[config.mk]
export PLATFORM = sky130hd
export DESIGN_NAME = digit_scan_ctrl
export DESIGN_NICKNAME = d
export VERILOG_FILES = /design/src/rtl/digit_scan_ctrl.sv
export SDC_FILE = /design/constraint.sdc
export NUM_CORES = 1
export LEC_CHECK = 0
export BUFFER_PORTS_ARGS = -buffer_cell sky130_fd_sc_hd__buf_2
export CORE_ASPECT_RATIO = 1.1
export CORE_MARGIN = 2
export CORE_UTILIZATION = 52
export DETAILED_ROUTE_END_ITERATION = 8
export HOLD_SLACK_MARGIN = 0.05
export PLACE_DENSITY = 0.75
export SYNTH_ARGS = -nofsm -noshare
export SYNTH_HDL_FRONTEND = slang
export SYNTH_SLANG_ARGS = --single-unit
[constraint.sdc]
create_clock -name clk -period 3.2 [get_ports clk]
set_input_delay 0.16 -clock clk [delete_from_list [all_inputs] [get_ports clk]]
set_output_delay 0.16 -clock clk [all_outputs]
set_load 0.02 [all_outputs]
[src/rtl/digit_scan_ctrl.sv]
`default_nettype none
// +----------------------------------------------------------------------------+
// | Module  : digit_scan_ctrl                                                  |
// | Brief   : Multiplexed-display digit scanner driving a 2-to-4 decoder.      |
// | Revision: 1.0 - initial release                                            |
// +----------------------------------------------------------------------------+
module digit_scan_ctrl #(
    parameter int DWELL = 4,
    parameter int GAP   = 1
) (
    input  logic       clk,
    input  logic       rst,
    input  logic       start,
    input  logic       stop,
    input  logic [3:0] mask,
    output logic [1:0] sel,
    output logic       en,
    output logic       busy,
    output logic       frame_done
);

    localparam logic [1:0] c_ST_IDLE    = 2'd0;
    localparam logic [1:0] c_ST_ON      = 2'd1;
    localparam logic [1:0] c_ST_GAP     = 2'd2;
    localparam logic [7:0] c_DWELL_LOAD = 8'(DWELL - 1);
    localparam logic [7:0] c_GAP_LOAD   = 8'(GAP - 1);

    logic [1:0] r_state;
    logic [1:0] w_state_nxt;
    logic [7:0] r_cnt;
    logic [7:0] w_cnt_nxt;
    logic [1:0] r_sel;
    logic [1:0] w_sel_nxt;
    logic [3:0] r_mask;
    logic [3:0] w_mask_nxt;
    logic       r_en;
    logic       w_en_nxt;
    logic       r_busy;
    logic       w_busy_nxt;
    logic       r_frame_done;
    logic       w_frame_done_nxt;

    // First set bit strictly above cur, wrapping modulo 4; cur itself if it is the only one.
    function automatic logic [1:0] next_idx(input logic [3:0] m, input logic [1:0] cur);
        logic [1:0] idx;
        next_idx = cur;
        for (int k = 4; k >= 1; k--) begin
            idx = cur + 2'(k);
            if (m[idx]) next_idx = idx;
        end
    endfunction

    always_ff @(posedge clk) begin
        if (rst) begin
            r_state      <= c_ST_IDLE;
            r_cnt        <= 8'd0;
            r_sel        <= 2'd0;
            r_mask       <= 4'd0;
            r_en         <= 1'b0;
            r_busy       <= 1'b0;
            r_frame_done <= 1'b0;
        end else begin
            r_state      <= w_state_nxt;
            r_cnt        <= w_cnt_nxt;
            r_sel        <= w_sel_nxt;
            r_mask       <= w_mask_nxt;
            r_en         <= w_en_nxt;
            r_busy       <= w_busy_nxt;
            r_frame_done <= w_frame_done_nxt;
        end
    end

    always_comb begin
        w_state_nxt = r_state;
        w_cnt_nxt   = r_cnt;
        w_sel_nxt   = r_sel;
        w_mask_nxt  = r_mask;
        case (r_state)
            c_ST_ON: begin
                if (stop) begin
                    w_state_nxt = c_ST_IDLE;
                    w_cnt_nxt   = 8'd0;
                    w_sel_nxt   = 2'd0;
                end else if (r_cnt == 8'd0) begin
                    w_state_nxt = c_ST_GAP;
                    w_cnt_nxt   = c_GAP_LOAD;
                end else begin
                    w_cnt_nxt = r_cnt - 8'd1;
                end
            end
            c_ST_GAP: begin
                if (stop) begin
                    w_state_nxt = c_ST_IDLE;
                    w_cnt_nxt   = 8'd0;
                    w_sel_nxt   = 2'd0;
                end else if (r_cnt == 8'd0) begin
                    if (mask == 4'd0) begin
                        w_state_nxt = c_ST_IDLE;
                        w_cnt_nxt   = 8'd0;
                        w_sel_nxt   = 2'd0;
                    end else begin
                        w_state_nxt = c_ST_ON;
                        w_cnt_nxt   = c_DWELL_LOAD;
                        w_sel_nxt   = next_idx(mask, r_sel);
                        w_mask_nxt  = mask;
                    end
                end else begin
                    w_cnt_nxt = r_cnt - 8'd1;
                end
            end
            default: begin
                w_state_nxt = c_ST_IDLE;
                w_cnt_nxt   = 8'd0;
                w_sel_nxt   = 2'd0;
                if (start && !stop && (mask != 4'd0)) begin
                    w_state_nxt = c_ST_ON;
                    w_cnt_nxt   = c_DWELL_LOAD;
                    w_sel_nxt   = next_idx(mask, 2'd3);
                    w_mask_nxt  = mask;
                end
            end
        endcase
    end

    // Outputs are precomputed from the next state so they leave a register.
    always_comb begin
        w_en_nxt         = (w_state_nxt == c_ST_ON);
        w_busy_nxt       = (w_state_nxt != c_ST_IDLE);
        w_frame_done_nxt = (w_state_nxt == c_ST_ON) && (w_cnt_nxt == 8'd0) &&
                           (next_idx(w_mask_nxt, w_sel_nxt) <= w_sel_nxt);
    end

    assign sel        = r_sel;
    assign en         = r_en;
    assign busy       = r_busy;
    assign frame_done = r_frame_done;

endmodule
`default_nettype wire

==> results of run 1 <==
==> synth_stat cells, types with 4 or more instances <==
master / n / area (um2)
nand3_1: 6 / 30.0
a21o_1: 4 / 30.0
nand2_1: 6 / 22.5
nor3_1: 10 / 50.1
nand4_1: 4 / 25.0
dfxtp_1: 19 / 380
nor2_1: 18 / 67.6
inv_1: 6 / 22.5
a21oi_1: 5 / 25.0
ha_1: 5 / 62.6
==> stage by stage <==
stage	power (uW)	worst slack (ps)	utilization [%]	instance area (um2)	hold WS, ps
2_1_floorplan	315	145	-	1240	357
3_3_place_gp	338	252	59.6	1340	511
3_5_place_dp	340	146	59.6	1340	531
4_1_cts	466	55.8	60.9	1370	206
5_1_grt	492	9.93	62.1	1400	203
6_report	463	227	62.1	1400	218
==> flip-flops by register name, indices dropped and copies added, names as in the netlist <==
register / count
busy: 1
en: 1
frame_done: 1
r_cnt: 8
r_mask: 4
r_state: 2
sel: 2
==> cell usage in the layout (no fill, tap or decap), drive strengths merged, types with 2 or more instances in the layout <==
master	n
dfxtp	19
a22oi	3
a31oi	2
mux2i	2
nand2	7
o21ai	4
a21oi	5
ha	5
or3	3
buf	17
nor2b	2
and3	2
mux2	2
a221oi	2
xor2	2
a22o	3
a211oi	2
nand4	4
nor2	19
clkbuf	3
nand3b	2
nor3	10
or4	3
nor4	3
nand2b	2
inv	6
nand3	6
a21o	4
==> cell type report <==
type	count	area [um2]
fillers	208	855
inverters	6	22.5
repair buffers	17	97.6
well taps	30	37.5
flip-flops and latches	19	382
clock inverters	1	7.51
multi-input cells	118	828
clock buffers	3	22.5
==> power by group through the flow <==
stage                     Sequential [uW]  Clock (uW)  Combinational (uW)
after floorplan                       254           0                60.9
after global placement                252           0                86.5
after detailed placement              252           0                87.8
after CTS                             247         131                88.7
after global routing                  248         144                 100
final                                 247         125                91.3
==> layer usage <==
layer | global-route usage (%) | part of all wire, % | vias up
li1 | - | - | 597
met1 | 26.7 | 46 | 555
met2 | 35.1 | 47 | 40
met3 | 2.42 | 4.8 | 5
met4 | 8.11 | 1.6 | 0
met5 | 0 | 0 | -
==> kinds of logic after synthesis <==
logic type,synth area share (%)
and+or+nand+nor,30.9
AOI/OAI and AO/OA,23.5
DFF,30.8
buffers and inverters,4.25
adders and majority gates,5.06
muxes,3.44
xor gates and xnor gates,2.13
==> worst paths after layout <==
| check | depth (start not counted) | from | slack, ps | endpoint |
|---|---|---|---|---|
| max | 12 | r_state[0]$_SDFF_PP0_ | 230 | frame_done$_SDFF_PP0_ |
| min | 2 | rst | 220 | r_cnt[5]$_SDFF_PP0_ |
| max reg2reg | 12 | r_state[0]$_SDFF_PP0_ | 230 | frame_done$_SDFF_PP0_ |
| min reg2reg | 2 | r_mask[0]$_SDFF_PP0_ | 560 | r_mask[0]$_SDFF_PP0_ |
==> impl_metrics.json, run 1 <==
{
  "dieHeight_um": 55.1,
  "cp-start-kind": "register",
  "die_area_mm2": 0.00278,
  "final_cell_count_no_fill": 194,
  "place_hpwl_mm": 2.03,
  "final.setup_skew_ps": 14.0,
  "tns_ps": 0,
  "seqPwrFrac_pct": 53.3,
  "maxCapViolCount": 0,
  "drt-pass1-iter-count": 4,
  "ios": 13,
  "yosysUniqueCellTypes": 55,
  "initial_core_util_pct": 54.9,
  "crit_buf_inv": 1,
  "hold_viol": 0,
  "cts_buffer_depth": 2,
  "cts_setup_buffers": 0,
  "dp.cells": 190,
  "netlist_instances": 149,
  "die_x_um": 50.5,
  "worst_pin_slew_ps": 423,
  "period_minus_slack_ps": 2970,
  "vias_per_cell": 6.17,
  "combinationalPowerShare_pct": 19.7,
  "cts_buffers": 3,
  "drc": 0,
  "hold_buffers": 0,
  "hp-class": "primary input to register",
  "outcome": "complete, no violations",
  "ctsResizeCount": 0,
  "critPathMaxFanout": 7,
  "setup_violations": 0,
  "vias": 1197,
  "grt-ovfl-total": 0,
  "yosys_warnings": 0,
  "nets": 178,
  "antenna_found_initial": 0,
  "cpMaxStageDelayCell": "or4_1",
  "coreArea_mm2": 0.00225,
  "required_ps": 3410,
  "path_clk_slew_ps": 120,
  "grt_pass1_wl_mm": 4.24,
  "synth_edf_count": 0,
  "cp_common_cell": "ha_1",
  "netlist_area_mm2": 0.00124,
  "gp_congestion": 0.824,
  "crit_chain": "inv_1, ha_1, nor2_4, nand3_2, or4_1, o311a_1, a221oi_1, a21oi_1, ha_1, and4_1, o221ai_1, o32ai_1",
  "p_leak_uw": 0.000589,
  "grt_usage_pct": 20.5,
  "finalCritPeriodShare_pct": 92.9,
  "avgSynthCellArea_um2": 8.30,
  "max_stage_delay_ps": 530,
  "max_freq_mhz": 336,
  "tritoncts": "yes",
  "drt_iter0_markers": 35,
  "finalMaxSlewViolations": 0,
  "cp.arrival_ps": 3180,
  "p_int_uw": 327,
  "clk_latency_ps": 310,
  "power_frac_clock_pct": 27.0,
  "rsz0062_at_grt": "false",
  "synth_nets": 162,
  "end_kind": "register",
  "port_buffers": 12,
  "path_delay_family": "simple AND/OR/NAND/NOR gates",
  "synth_seq_cells": 19,
  "wl_per_cell_um": 14.2,
  "async_flop_share_pct": 0,
  "row_count": 18,
  "cts_root_buf": "clkbuf_4",
  "area_growth_syn_to_layout_pct": 13.1,
  "num_antenna_cells": 0,
  "postSynth.topFlopCell": "dfxtp_1",
  "swShare_pct": 29.3,
  "cts_num_sinks": 19,
  "p_per_area_mw_per_mm2": 331,
  "vdd_drop_max_v": 0.000217,
  "grt_max_degree": 19,
  "totalWireLength_mm": 2.76,
  "p_switching_uw": 136,
  "htree_levels": 1,
  "drive_gt1_share_pct": 22.6,
  "relSlewSlack_pct": 71.6,
  "crit_type": "register to register",
  "grt_pass1_vias": 961,
  "yosysSeqAreaShare_pct": 30.8,
  "final_antenna_net_count": 0
}
No activity file was read; power rests on OpenSTA's default activity.
==> run 2, diff against run 1 <==
--- a/config.mk
+++ b/config.mk
@@ -6,7 +6,6 @@
 export NUM_CORES = 1
 export LEC_CHECK = 0
 export BUFFER_PORTS_ARGS = -buffer_cell sky130_fd_sc_hd__buf_2
-export CORE_ASPECT_RATIO = 1.1
 export CORE_MARGIN = 2
 export CORE_UTILIZATION = 52
 export DETAILED_ROUTE_END_ITERATION = 8
==> impl_metrics.json, run 2 (synthesis gave the netlist of run 1 again) <==
{
  "row_count": 17,
  "coreArea_mm2": 0.00223,
  "tritoncts": "yes",
  "cpMaxStageDelayCell": "or4_1",
  "final_antenna_net_count": 0,
  "vias": 1212,
  "vdd_drop_max_v": 0.000208,
  "rr_startpoint": "r_state[0]$_SDFF_PP0_",
  "antenna_found_initial": 0,
  "crit_buf_inv": 1,
  "required_ps": 3410,
  "drt-pass1-iter-count": 4,
  "final.setup_skew_ps": 11.7,
  "max_stage_delay_ps": 540,
  "top_regs": "r_cnt x8, r_mask x4",
  "drt_iter0_markers": 25,
  "p_total_uw": 462,
  "outcome": "complete, no violations",
  "grt_usage_pct": 23.0,
  "maxCapViolCount": 0,
  "setup_ws_ps": 189,
  "port_buffers": 12,
  "p_leak_uw": 0.000599,
  "finalCritPeriodShare_pct": 94.1,
  "final_common_cell": "dfxtp_1",
  "num_antenna_cells": 0,
  "finalMaxSlewViolations": 0,
  "die_x_um": 52.8,
  "vias_per_cell": 6.31,
  "cp.depth": 12,
  "ios": 13,
  "die_area_mm2": 0.00278,
  "met3_usage_pct": 4.00,
  "end_kind": "register",
  "clk_latency_ps": 310,
  "met2_usage_pct": 35.6,
  "worst_pin_slew_ps": 369,
  "grt_pass1_vias": 1064,
  "initial_core_util_pct": 55.4,
  "drive_gt1_share_pct": 23.2,
  "grt_max_degree": 19,
  "setup_violations": 0,
  "cts_root_buf": "clkbuf_4",
  "r2r_end": "frame_done$_SDFF_PP0_",
  "cts_buffers": 3,
  "hold_end": "r_cnt[1]$_SDFF_PP0_",
  "cts_buffer_depth": 2,
  "grt_pass1_wl_mm": 4.69,
  "wl_per_cell_um": 15.3,
  "crit_chain": "inv_1, ha_1, nor2_4, nand3_2, or4_1, o311a_1, a221oi_1, a21oi_1, ha_1, and4_1, o221ai_1, o32ai_1",
  "place_ws_ps": 135,
  "gp_congestion": 0.873,
  "largest_register_ffs": 8,
  "cp-start-kind": "register",
  "place_hpwl_mm": 2.12,
  "nets": 178,
  "max_freq_mhz": 332,
  "path_delay_family": "simple AND/OR/NAND/NOR gates",
  "dieHeight_um": 52.8,
  "grt-ovfl-total": 0,
  "cts_num_sinks": 19,
  "crit_type": "register to register",
  "critPathMaxFanout": 7,
  "area_growth_syn_to_layout_pct": 13.6,
  "min_from": "rst",
  "totalWireLength_mm": 2.95,
  "top_register": "r_cnt",
  "hp-class": "primary input to register",
  "r2r_cells": 12,
  "holdPathStages": 2,
  "drc": 0,
  "mostFrequentLayoutCells": "dfxtp_1 (19), nor2_1 (17), buf_2 (12)",
  "cp_common_cell": "ha_1",
  "htree_levels": 1,
  "fill_cells": 201,
  "grtUsageMet1_pct": 31.1,
  "path_clk_slew_ps": 110,
  "cp.arrival_ps": 3220,
  "busiest_layer": "met2",
  "relSlewSlack_pct": 75.2,
  "hold_viol": 0,
  "period_minus_slack_ps": 3010,
  "reg2reg_slack_ps": 190,
  "p_per_area_mw_per_mm2": 329
}
run 2: cell count changes in the layout (fill, tap and decap cells not counted), sizes merged:
cell,previous run,this run
clkinv,0,1
clkinvlp,1,0
run 2: power breakdown:
part | switching, uW | leakage [uW] | total, uW | internal, uW
Combinational | 56.7 | 0.000427 | 93.6 | 36.9
Sequential | 4.01 | 0.000154 | 247 | 243
Clock | 75.1 | 0.0000177 | 122 | 46.7
run 2: final cells by class:
type | count | area [um2] | area share (%)
well taps | 28 | 35.0 | 2.50
repair buffers | 17 | 97.6 | 6.95
flip-flops and latches | 19 | 380 | 27.1
inverters | 6 | 22.5 | 1.60
multi-input cells | 118 | 841 | 59.9
clock inverters | 1 | 5.00 | 0.357
clock buffers | 3 | 22.5 | 1.60
run 2: per-stage QoR:
stage                     setup TNS, ps  utilization [%]  hold WS (ps)  instance area [um2]  instances
after detailed placement              0             59.9           520                 1340        188
after CTS                             0             61.2           212                 1370        192
after global placement                0             59.9           512                 1340        188
after global routing              -10.7             62.9           237                 1400        192
after floorplan                       0                -           357                 1240        149
final                                 0             62.9           226                 1400        192
run 2: timing repair:
action,4_1_cts,5_1_grt
endpoints found under the hold margin,0,0
endpoints found under the setup margin,0,1
setup buffers,0,0
resized for setup,0,8
hold buffers,0,0
run 2: worst reg2reg max path: stages, from the launching register on:
cell and delay [ps]:
dfxtp_1 370, inv_1 50, ha_1 390, nor2_4 160
nand3_2 140, or4_1 540, o311a_1 160, a221oi_1 220
a21oi_1 70, ha_1 290, and4_1 170, o221ai_1 100
o32ai_1 250
run 2: worst max-delay path by stage:
stage          slack [ps]                    end                  start
2_1_floorplan         140  frame_done$_SDFF_PP0_    r_cnt[0]$_SDFF_PP0_
3_3_place_gp          240  frame_done$_SDFF_PP0_  r_state[0]$_SDFF_PP0_
3_5_place_dp          140  frame_done$_SDFF_PP0_  r_state[0]$_SDFF_PP0_
4_1_cts                70  frame_done$_SDFF_PP0_  r_state[0]$_SDFF_PP0_
5_1_grt               -10  frame_done$_SDFF_PP0_  r_state[0]$_SDFF_PP0_
6_report              190  frame_done$_SDFF_PP0_  r_state[0]$_SDFF_PP0_
run 2: layer usage:
layer / vias up / share of wire, % / wire, um
met3: 8 / 5.0 / 146
met1: 574 / 46 / 1360
met4: 0 / 2.4 / 72
met2: 32 / 47 / 1370
li1: 598 / - / -
met5: - / 0 / 0
